## config.mk

```make
export PLATFORM = sky130hd
export DESIGN_NAME = err_display_scan_flat
export DESIGN_NICKNAME = d
export VERILOG_FILES = /design/src/rtl/err_display_scan_if.sv /design/src/rtl/err_display_scan.sv /design/src/flat_wrapper.sv
export SDC_FILE = /design/constraint.sdc
export NUM_CORES = 1
export LEC_CHECK = 0
export CAP_MARGIN = 30
export CORE_AREA = 4 4 48 50
export CTS_BUF_LIST = sky130_fd_sc_hd__clkbuf_4 sky130_fd_sc_hd__clkbuf_8 sky130_fd_sc_hd__clkbuf_16
export DETAILED_ROUTE_END_ITERATION = 7
export DIE_AREA = 0 0 52 54
export DONT_BUFFER_PORTS = 1
export HOLD_SLACK_MARGIN = 0.02
export PLACE_DENSITY = 0.67
export SLEW_MARGIN = 25
export SYNTH_ARGS = -nofsm -noshare
export SYNTH_HDL_FRONTEND = slang
export SYNTH_SLANG_ARGS = --single-unit
```

## constraint.sdc

```tcl
create_clock -name clk -period 1.9 [get_ports clk]
set_input_delay 0.095 -clock clk [delete_from_list [all_inputs] [get_ports clk]]
set_output_delay 0.095 -clock clk [all_outputs]
set_load 0.005 [all_outputs]
```

## src/rtl/err_display_scan_if.sv

```systemverilog
// Controller-to-display bundle for err_display_scan: error inputs in, active-low pins out.
// The master side is the error source and observer; the slave side is the display driver.
interface err_display_scan_if #(
    parameter int N_DIGITS = 4,
    parameter int CODE_W   = 2
);
    logic                En;
    logic [CODE_W-1:0]   Code;
    logic                Ack;
    logic [6:0]          SEG;
    logic                SEG_P;
    logic [N_DIGITS-1:0] AN;

    modport master (
        output En,
        output Code,
        output Ack,
        input  SEG,
        input  SEG_P,
        input  AN
    );

    modport slave (
        input  En,
        input  Code,
        input  Ack,
        output SEG,
        output SEG_P,
        output AN
    );
endinterface

```

## src/rtl/err_display_scan.sv

```systemverilog
// Latches an error code and scans "E r r <code>" across N_DIGITS active-low 7-segment digits.
// Optional occurrence counter on digit 1 and the digit-0 decimal point: define ERR_COUNT_EN.
module err_display_scan #(
    parameter int N_DIGITS  = 4,
    parameter int CODE_W    = 2,
    parameter int SCAN_DIV  = 4,
    parameter int BLINK_DIV = 16
) (
    input  logic                clk,
    input  logic                rst,
    err_display_scan_if.slave   bus
);

    localparam int IDX_W  = $clog2(N_DIGITS);
    localparam int SCNT_W = (SCAN_DIV > 1) ? $clog2(SCAN_DIV) : 1;
    localparam int BCNT_W = $clog2(BLINK_DIV);

    localparam logic [6:0] GLYPH_E     = 7'b0000110;
    localparam logic [6:0] GLYPH_R     = 7'b0101111;
    localparam logic [6:0] GLYPH_BLANK = 7'h7F;

    localparam logic [IDX_W-1:0]  IDX_LAST  = IDX_W'(N_DIGITS - 1);
    localparam logic [SCNT_W-1:0] SCNT_LAST = SCNT_W'(SCAN_DIV - 1);
    localparam logic [BCNT_W-1:0] BCNT_LAST = BCNT_W'(BLINK_DIV - 1);

    typedef enum logic [1:0] {
        S_IDLE,
        S_ACTIVE,
        S_HOLD
    } state_t;

    function automatic logic [6:0] hex_glyph(input logic [3:0] v);
        logic [6:0] g;
        case (v)
            4'h0:    g = 7'b1000000;
            4'h1:    g = 7'b1111001;
            4'h2:    g = 7'b0100100;
            4'h3:    g = 7'b0110000;
            4'h4:    g = 7'b0011001;
            4'h5:    g = 7'b0010010;
            4'h6:    g = 7'b0000010;
            4'h7:    g = 7'b1111000;
            4'h8:    g = 7'b0000000;
            4'h9:    g = 7'b0010000;
            4'hA:    g = 7'b0001000;
            4'hB:    g = 7'b0000011;
            4'hC:    g = 7'b1000110;
            4'hD:    g = 7'b0100001;
            4'hE:    g = 7'b0000110;
            default: g = 7'b0001110;
        endcase
        return g;
    endfunction

    state_t              state_q,    state_d;
    logic [CODE_W-1:0]   code_q,     code_d;
    logic [SCNT_W-1:0]   scan_cnt_q, scan_cnt_d;
    logic [IDX_W-1:0]    idx_q,      idx_d;
    logic [BCNT_W-1:0]   blink_cnt_q, blink_cnt_d;
    logic                phase_q,    phase_d;
    logic [6:0]          seg_q,      seg_d;
    logic                seg_p_q,    seg_p_d;
    logic [N_DIGITS-1:0] an_q,       an_d;
`ifdef ERR_COUNT_EN
    logic [3:0]          err_cnt_q,  err_cnt_d;
`endif

    // Next-state for the mode FSM and the free-running scan/blink timebases.
    always_comb begin
        state_d     = state_q;
        code_d      = code_q;
        scan_cnt_d  = scan_cnt_q;
        idx_d       = idx_q;
        blink_cnt_d = blink_cnt_q;
        phase_d     = phase_q;

        case (state_q)
            S_IDLE: begin
                if (bus.En) begin
                    state_d = S_ACTIVE;
                    code_d  = bus.Code;
                end
            end
            S_ACTIVE: begin
                if (bus.En) begin
                    code_d = bus.Code;
                end else begin
                    state_d = S_HOLD;
                end
            end
            S_HOLD: begin
                if (bus.En) begin
                    state_d = S_ACTIVE;
                    code_d  = bus.Code;
                end else if (bus.Ack) begin
                    state_d = S_IDLE;
                end
            end
            default: state_d = S_IDLE;
        endcase

        if (scan_cnt_q == SCNT_LAST) begin
            scan_cnt_d = '0;
            idx_d      = (idx_q == IDX_LAST) ? '0 : idx_q + 1'b1;
        end else begin
            scan_cnt_d = scan_cnt_q + 1'b1;
        end

        if (blink_cnt_q == BCNT_LAST) begin
            blink_cnt_d = '0;
            phase_d     = ~phase_q;
        end else begin
            blink_cnt_d = blink_cnt_q + 1'b1;
        end
    end

`ifdef ERR_COUNT_EN
    // Count entries into ACTIVE (from IDLE or HOLD), saturating at 9; acknowledge clears.
    always_comb begin
        err_cnt_d = err_cnt_q;
        if (state_q == S_HOLD && state_d == S_IDLE) begin
            err_cnt_d = '0;
        end else if (state_q != S_ACTIVE && state_d == S_ACTIVE && err_cnt_q != 4'd9) begin
            err_cnt_d = err_cnt_q + 4'd1;
        end
    end
`endif

    // Output pins are a registered function of the current state and scan position.
    always_comb begin
        seg_d   = GLYPH_BLANK;
        seg_p_d = 1'b1;
        an_d    = '1;

        if (state_q != S_IDLE) begin
            an_d = ~(N_DIGITS'(1) << idx_q);

            if (idx_q == IDX_LAST) begin
                seg_d = GLYPH_E;
            end else if (idx_q == '0) begin
                seg_d = hex_glyph(4'(code_q));
            end else begin
                seg_d = GLYPH_R;
`ifdef ERR_COUNT_EN
                if (N_DIGITS >= 3 && idx_q == IDX_W'(1)) begin
                    seg_d = hex_glyph(err_cnt_q);
                end
`endif
            end

`ifdef ERR_COUNT_EN
            if (idx_q == '0 && err_cnt_q == 4'd9) begin
                seg_p_d = 1'b0;
            end
`endif

            if (state_q == S_HOLD && phase_q) begin
                seg_d = GLYPH_BLANK;
            end
        end
    end

    always_ff @(posedge clk) begin
        if (rst) begin
            state_q     <= S_IDLE;
            code_q      <= '0;
            scan_cnt_q  <= '0;
            idx_q       <= '0;
            blink_cnt_q <= '0;
            phase_q     <= 1'b0;
            seg_q       <= GLYPH_BLANK;
            seg_p_q     <= 1'b1;
            an_q        <= '1;
`ifdef ERR_COUNT_EN
            err_cnt_q   <= '0;
`endif
        end else begin
            state_q     <= state_d;
            code_q      <= code_d;
            scan_cnt_q  <= scan_cnt_d;
            idx_q       <= idx_d;
            blink_cnt_q <= blink_cnt_d;
            phase_q     <= phase_d;
            seg_q       <= seg_d;
            seg_p_q     <= seg_p_d;
            an_q        <= an_d;
`ifdef ERR_COUNT_EN
            err_cnt_q   <= err_cnt_d;
`endif
        end
    end

    assign bus.SEG   = seg_q;
    assign bus.SEG_P = seg_p_q;
    assign bus.AN    = an_q;

endmodule

```

## src/flat_wrapper.sv

```systemverilog
// flat-port wrapper written by rule: the top's interface ports become plain ports
module err_display_scan_flat 
#(
    parameter int N_DIGITS  = 4,
    parameter int CODE_W    = 2,
    parameter int SCAN_DIV  = 4,
    parameter int BLINK_DIV = 16
)
  (clk, rst, bus_En, bus_Code, bus_Ack, bus_SEG, bus_SEG_P, bus_AN);
  err_display_scan_if #(.N_DIGITS(N_DIGITS), .CODE_W(CODE_W)) bus_i ();
  input  logic clk;
  input  logic rst;
  input wire logic [$bits(bus_i.En)-1:0] bus_En;
  input wire logic [$bits(bus_i.Code)-1:0] bus_Code;
  input wire logic [$bits(bus_i.Ack)-1:0] bus_Ack;
  output wire logic [$bits(bus_i.SEG)-1:0] bus_SEG;
  output wire logic [$bits(bus_i.SEG_P)-1:0] bus_SEG_P;
  output wire logic [$bits(bus_i.AN)-1:0] bus_AN;
  assign bus_i.En = bus_En;
  assign bus_i.Code = bus_Code;
  assign bus_i.Ack = bus_Ack;
  assign bus_SEG = bus_i.SEG;
  assign bus_SEG_P = bus_i.SEG_P;
  assign bus_AN = bus_i.AN;
  err_display_scan #(.N_DIGITS(N_DIGITS), .CODE_W(CODE_W), .SCAN_DIV(SCAN_DIV), .BLINK_DIV(BLINK_DIV)) u_core (.clk(clk), .rst(rst), .bus(bus_i));
endmodule
```

### Word-level counts from Yosys, hierarchy flattened

Index checks and enable logic that the tools add are counted.

| operators by class | value |
|---|---|
| $add $sub $neg | 3 |
| eq/ne operators | 11 |
| shift operators | 1 |
| mux-type cells | 9 |
| bitwise logic cells | 4 |
| reductions and logical operators | 13 |

Operator list:

| kind | number |
|---|---|
| $pmux 7 s4 | 1 |
| $mux 7 | 2 |
| $eq 2x2->1 const B | 5 |
| $mux 2 | 5 |
| $logic_not 2->1 | 3 |
| $pmux 2 s3 | 1 |
| $reduce_or 2->1 | 3 |
| $reduce_or 3->1 | 2 |
| $reduce_or 5->1 | 1 |
| $add 2x1->2 const B | 2 |
| $add 4x1->4 const B | 1 |
| $eq 2x1->1 const B | 2 |
| $eq 4x4->1 const B | 1 |
| $ne 2x2->1 const B | 2 |
| $not 4->4 | 1 |
| $shl 1x2->4 const A | 1 |
| $ne 3x3->1 const B | 1 |
| $not 1->1 | 3 |
| $reduce_and 3->1 | 1 |
| $reduce_and 2->1 | 1 |
| $reduce_bool 2->1 | 1 |
| $logic_and 1x1->1 | 1 |

| word-level totals | value |
|---|---|
| register bits | 24 |
| input bits | 6 |
| output and inout port bits | 12 |
| logic and storage cells | 50 |

### Depth between registers and ports, before layout

Gate-level depths: netlist (run 1).

| depth | value |
|---|---|
| depth after elaboration | 4 |
| depth in mapped cells | 5 |
| gate-level depth less buffers | 5 |

### Least setup slack after synthesis (run 1)

OpenSTA, ideal clock, no wires.

| timing path | value |
|---|---|
| path type | register to register |
| start | reg u_core.blink_cnt_q[0] |
| end | reg u_core.phase_q |
| arrival | 0.917 ns |
| data required time | 1.785 ns |
| path slack | 0.868 ns |
| cell stages (with the launch flop) | 5 |
| clock period less this slack | 1.032 ns |
| cell sequence | dfxtp_1 -> ha_1 -> and3_4 -> xnor2_1 -> nor2_2 |

| on the way | value |
|---|---|
| cells in the longest elaborated chain, start to end | 1 |

RTL lines:

| item | RTL line | source |
|---|---|---|
| start, declared | err_display_scan.sv:59 | `logic [BCNT_W-1:0] blink_cnt_q, blink_cnt_d;` |
| start signal, assigned | err_display_scan.sv:182 | `blink_cnt_q <= blink_cnt_d;` |
| $eq 4x4->1 | err_display_scan.sv:109 | `if (blink_cnt_q == BCNT_LAST) begin` |
| end signal, assigned | err_display_scan.sv:183 | `phase_q <= phase_d;` |
| end, declared | err_display_scan.sv:60 | `logic phase_q, phase_d;` |

Every way passes these cells.
A chain may end at the register's enable or synchronous reset.

### Worst setup path in the final report (run 1)

Same ends and word-level chain as after synthesis.

==> flow_metrics.tcl, run 1 <==
set metrics [dict create \
    run_status "completed" \
    grt_remaining_overflow 0 \
    report.power.total_w 0.0008159 \
    cts_tree "built" \
    finish.net_count 103 \
    crit_path_max_incr_delay_ps 350 \
    insertion_delay_ps 300 \
    grt_antenna_before_repair 0 \
    unrepaired_setup_endpoints_after_global_routing "no" \
    cellPowerDensity_nw_per_um2 845.8 \
    cp.arrival_ps 1320 \
    grt_pass1_wl_um 2035 \
    netlist-cell-type-count 25 \
    timing_hold_violations_final 0 \
    tightest_slew_ps 675.2 \
    synthCells 85 \
    vdd.ir_drop.worst_mv 0.6511 \
    maxSlewHeadroom_pct 54.84 \
    crit_chain "ha_1, and3_4, xnor2_1, nor2_2" \
    max_freq_mhz 876.6 \
    endpoint_kind "register" \
    finalCriticalPeriod_ps 1141 \
    drtPass1Iterations 2 \
    leakage_power_nw 0.3660 \
    count_of_routing_violations_after_the_opening_detailed_route_iteration 4 \
    layout_common_cells "dfxtp_1 (23), inv_1 (8), nand2_1 (7)" \
    core_region_area_um2 1902 \
    h-tree-depth 1 \
    port_buffers 0 \
    crit_family "flip-flops" \
    cp_slowest_cell "dfxtp_1" \
    pin_count 18 \
    gp_routability_congestion 0.7214 \
    yosysWarnings 0 \
    fin_crit_sh_pct 60.04 \
    rows 16 \
    timing.hold.worst.class "primary input to register" \
    finalHoldWorstSlack_ps 44.15 \
    clock_tree.buffer_depth 2 \
    via_count_of_the_first_global_routing_pass 509 \
    wirelength_um 1185 \
    die-height_um 54 \
    final_antenna_net_count 0 \
    remaining_routing_drc_violations 0 \
    sequential_area_share_after_synthesis_pct 52.12 \
    post-dp-hpwl_um 920.2 \
    cts.clk_slew.worst_paths_ps 110 \
    fillerInstances 182 \
    largest_net_degree_at_the_start_of_global_routing 16 \
    synth_register_bits 23 \
    clkSinkCount 23 \
    p_r_area_growth_vs_syn_pct 9.207 \
    dieWidth_um 52 \
    worstSetupPathType "register to register" \
    cts_root_buf "clkbuf_4" \
    antenna_cells 0 \
    final.setup.tns_ps 0 \
    finalMaxSlewViolations 0 \
    post_drt_via_cell_ratio 4.769 \
    finalSetupViolations 0 \
    track_usage_pct 10.23 \
    postCtsResizedCells 0 \
    fin_skew_ps 2.037 \
    max_cap_viol_count 0 \
    cts_inserted_buffers 3 \
    cp.buffers_inverters 0 \
    critPathMaxFanout 4 \
    via_count 558 \
    wl_per_cell_um 10.13 \
    postCtsSetupBuffers 0 \
    synthesis.nets 97 \
    final_layout_size_suffix_gt1_share_pct 13.33 \
    initial_core_utilization_pct 46.45 \
    crit_path_start_kind "register" \
    layout_commonest_cell "dfxtp_1" \
    cp_data_required_time_ps 2080 \
    synthesized_area_per_cell_um2 10.39 \
    floorplan.die_area_um2 2808 \
    syn-cell-area_um2 883.3 \
]
what timing repair did:
action | 4_1_cts | 5_1_grt
endpoints found under the setup margin | 0 | 0
hold endpoints to repair | 23 | 0
hold buffers | 4 | 0
per-layer routing:
metal	routed length [um]	vias up	track usage, %
met1	498	258	9.933
met2	595	15	17.99
met4	10	0	3.930
li1	-	283	-
met5	0	-	0
met3	82	2	5.817
metrics by stage:
stage / std cells / area, um^2 / setup WS, ps / utilization [%]
floorplan: 85 / 883.3 / 867.8 / -
global placement: 109 / 894.6 / 824.0 / 47.04
detailed placement: 109 / 894.6 / 784.9 / 47.04
CTS: 117 / 964.7 / 744.2 / 50.72
global route: 117 / 964.7 / 648.0 / 50.72
finish: 117 / 964.7 / 759.2 / 50.72
worst paths after layout:
kind | from | endpoint | slack, ps | cells after the start
worst max-delay path | u_core.blink_cnt_q[0] | u_core.phase_q | 760 | 4
worst min-delay path | bus_Ack | u_core.state_q[1] | 40 | 3
worst max register to register | u_core.blink_cnt_q[0] | u_core.phase_q | 760 | 4
worst min register to register | u_core.scan_cnt_q[0] | u_core.scan_cnt_q[0] | 440 | 1
worst reg2reg max path, delay by kind of cell, from the launching register on:
family	cells	cell delay [ps]
fa+ha+maj	1	250
flops	1	350
xor+xnor	1	180
simple gates	2	250
cell type report:
cell class                 count  area [um^2]  share of cell area [%]
tap                           27        33.78                   3.502
multi-input combinational     51        370.4                   38.39
timing repair buffer           4        40.04                   4.150
sequential                    23        460.4                   47.73
inverter                       8        30.03                   3.113
clock buffer                   4        30.03                   3.113
logic make-up (layout without fill, tap and decap cells):
kind of cell               count (synthesis)  count (layout)  share of synthesized area (%)
and+or+nand+nor                           26              26                          17.28
DFF                                       23              23                          52.12
AOI/OAI and AO/OA                         13              13                          10.34
buffers and inverters                     11              16                          5.949
adders and majority gates                  6               6                          8.498
muxes                                      3               3                          3.400
xor gates and xnor gates                   2               2                          1.983
other                                      1               1                         0.4245
report_power, final:
group | total [W] | switching, W | internal, W
registers | 0.000526 | 0.0000183 | 0.000508
logic | 0.0000689 | 0.0000345 | 0.0000344
clock network | 0.000221 | 0.000125 | 0.0000960
synth_stat cells (all sizes together):
cell type | count | area [um^2]
and3 | 1 | 11.26
nor2 | 6 | 30.03
conb | 1 | 3.750
dfxtp | 23 | 460.4
buf | 3 | 22.52
o211ai | 1 | 7.510
o21ai | 4 | 20.01
nor3 | 3 | 20.02
nand4b | 1 | 8.760
a21oi | 6 | 45.05
ha | 6 | 75.07
nor3b | 5 | 37.54
xnor2 | 2 | 17.52
a21boi | 2 | 18.77
inv | 8 | 30.03
nand2b | 1 | 6.260
mux2i | 3 | 30.03
nand2 | 7 | 26.28
nor2b | 2 | 12.51
sequential cells by signal, indices dropped and copies added, names as in the netlist:
signal	count
u_core.bus.SEG	6
u_core.blink_cnt_q	4
u_core.bus.AN	4
u_core.code_q	2
u_core.idx_q	2
u_core.scan_cnt_q	2
u_core.state_q	2
u_core.phase_q	1
Note: power is estimated with default switching activity, not from simulation.
==> run 2, diff against run 1 <==
==> constraint.sdc (replaced) <==
create_clock -name clk -period 1.18 [get_ports clk]
set_input_delay 0.059 -clock clk [delete_from_list [all_inputs] [get_ports clk]]
set_output_delay 0.059 -clock clk [all_outputs]
set_load 0.005 [all_outputs]
==> flow_metrics.tcl, run 2 (synthesis gave the netlist of run 1 again) <==
set metrics [dict create \
    pin_count 18 \
    largest_net_degree_at_the_start_of_global_routing 16 \
    cts_root_buf "clkbuf_4" \
    track_usage_pct 10.57 \
    fin_ws_ps 97.67 \
    hold_path_end "u_core.state_q[0]" \
    cts_tree "built" \
    tightest_slew_ps 677.7 \
    finalSetupViolations 0 \
    max_freq_mhz 923.9 \
    start_point_of_the_worst_hold_path "bus_En" \
    fillerInstances 180 \
    finalMaxSlewViolations 0 \
    grt_remaining_overflow 0 \
    antenna_cells 0 \
    reg2regPathDepth 4 \
    wirelength_um 1224 \
    grt_pass1_wl_um 2111 \
    fin_crit_sh_pct 91.72 \
    final_util_pct 52.11 \
    via_count 560 \
    run_status "completed" \
    area.sequential_um2 464.2 \
    layout_common_cells "dfxtp_1 (20), inv_1 (8), nand2_1 (7)" \
    clkSinkCount 23 \
    post-dp-hpwl_um 912.1 \
    max_cap_viol_count 0 \
    largest_register_ffs 6 \
    maxSlewHeadroom_pct 54.67 \
    initial_core_utilization_pct 46.45 \
    reg2reg_from "u_core.blink_cnt_q[1]" \
    p_r_area_growth_vs_syn_pct 12.18 \
    h-tree-depth 1 \
    leakage_power_nw 0.3716 \
    dieWidth_um 52 \
    timing_hold_violations_final 0 \
    critPathMaxFanout 3 \
    port_buffers 0 \
    final_antenna_net_count 0 \
    final_cells 118 \
    timing.hold.worst.class "primary input to register" \
    gp_routability_congestion 0.7184 \
    cts.clk_slew.worst_paths_ps 110 \
    fin_skew_ps 1.813 \
    vdd.ir_drop.worst_mv 1.078 \
    multi_input_gate_area_um2 382.9 \
    cellPowerDensity_nw_per_um2 1334 \
    via_count_of_the_first_global_routing_pass 510 \
    report.power.total_w 0.001322 \
    cts_inserted_buffers 3 \
    wl_per_cell_um 10.37 \
    rows 16 \
    layout_commonest_cell "dfxtp_1" \
    finalHoldWorstSlack_ps 87.00 \
    crit_path_start_kind "register" \
    worstSetupPathType "register to register" \
    finish.net_count 104 \
    regToRegEndpoint "u_core.phase_q" \
    floorplan.die_area_um2 2808 \
    core_region_area_um2 1902 \
    endpoint_kind "register" \
    startpoint "u_core.blink_cnt_q[1]" \
    finalCriticalPeriod_ps 1082 \
    pre_cts_ws_ps 61.72 \
    count_of_routing_violations_after_the_opening_detailed_route_iteration 2 \
    final_layout_size_suffix_gt1_share_pct 20.88 \
    post_drt_via_cell_ratio 4.746 \
    regToRegSetupSlack_ps 100 \
    hold-path-cell-count 2 \
    cp_data_required_time_ps 1360 \
    drtPass1Iterations 3 \
    grt_antenna_before_repair 0 \
    cp.arrival_ps 1260 \
    clock_tree.buffer_depth 2 \
    insertion_delay_ps 290 \
    remaining_routing_drc_violations 0 \
    die-height_um 54 \
    place_inst 109 \
]
[run 2: cell types whose count changed in the layout (fill, tap and decap cells not counted), moves of 2 or more]
cell,previous run,this run
ha_1,6,4
ha_2,0,2
dfxtp_1,23,20
dfxtp_2,0,3
[run 2: cell type report]
| class | count | share of cell area [%] |
|---|---|---|
| sequential | 23 | 46.84 |
| multi-input combinational | 51 | 38.64 |
| timing repair buffer | 5 | 5.051 |
| tap | 27 | 3.409 |
| clock buffer | 4 | 3.030 |
| inverter | 8 | 3.030 |
[run 2: timing repair]
item	4_1_cts	5_1_grt
setup buffers	0	0
endpoints found under the setup margin	0	6
endpoints found under the hold margin	23	0
hold buffers	5	0
gates resized for setup	0	7
[run 2: metrics by stage]
step | setup TNS, ps | area (um^2)
floorplan | 0 | 883.3
global placement | 0 | 894.6
detailed placement | 0 | 894.6
CTS | 0 | 974.7
global route | -0.6914 | 991.0
finish | 0 | 991.0
[run 2: worst max-delay path by stage]
| stage | end | slack [ps] | cells past startpoint |
|---|---|---|---|
| finish | u_core.phase_q | 100 | 4 |
| global route | u_core.bus.SEG[6] | -0.7 | 5 |
| CTS | u_core.bus.SEG[6] | 30 | 5 |
| detailed placement | u_core.bus.SEG[2] | 60 | 4 |
| global placement | u_core.phase_q | 100 | 4 |
| floorplan | u_core.phase_q | 150 | 4 |
[run 2: per-layer routing]
metal / vias to the layer above / part of all wire, % / track usage (%)
met5: - / 0 / 0
met4: 0 / 0.82 / 3.930
met3: 2 / 6.0 / 6.094
met2: 13 / 49 / 18.41
met1: 255 / 44 / 10.39
li1: 290 / - / -
[run 2: where the power goes]
group	switching, W	internal [W]	total [W]
clock network	0.000200	0.000155	0.000354
registers	0.0000308	0.000818	0.000849
logic	0.0000566	0.0000616	0.000118
total	0.000287	0.00103	0.00132
[run 2: critical path, stage by stage (launching register included)]
cell and delay [ps]:
dfxtp_1 370, ha_2 210, and3_4 210, xnor2_1 140, nor2_2 40
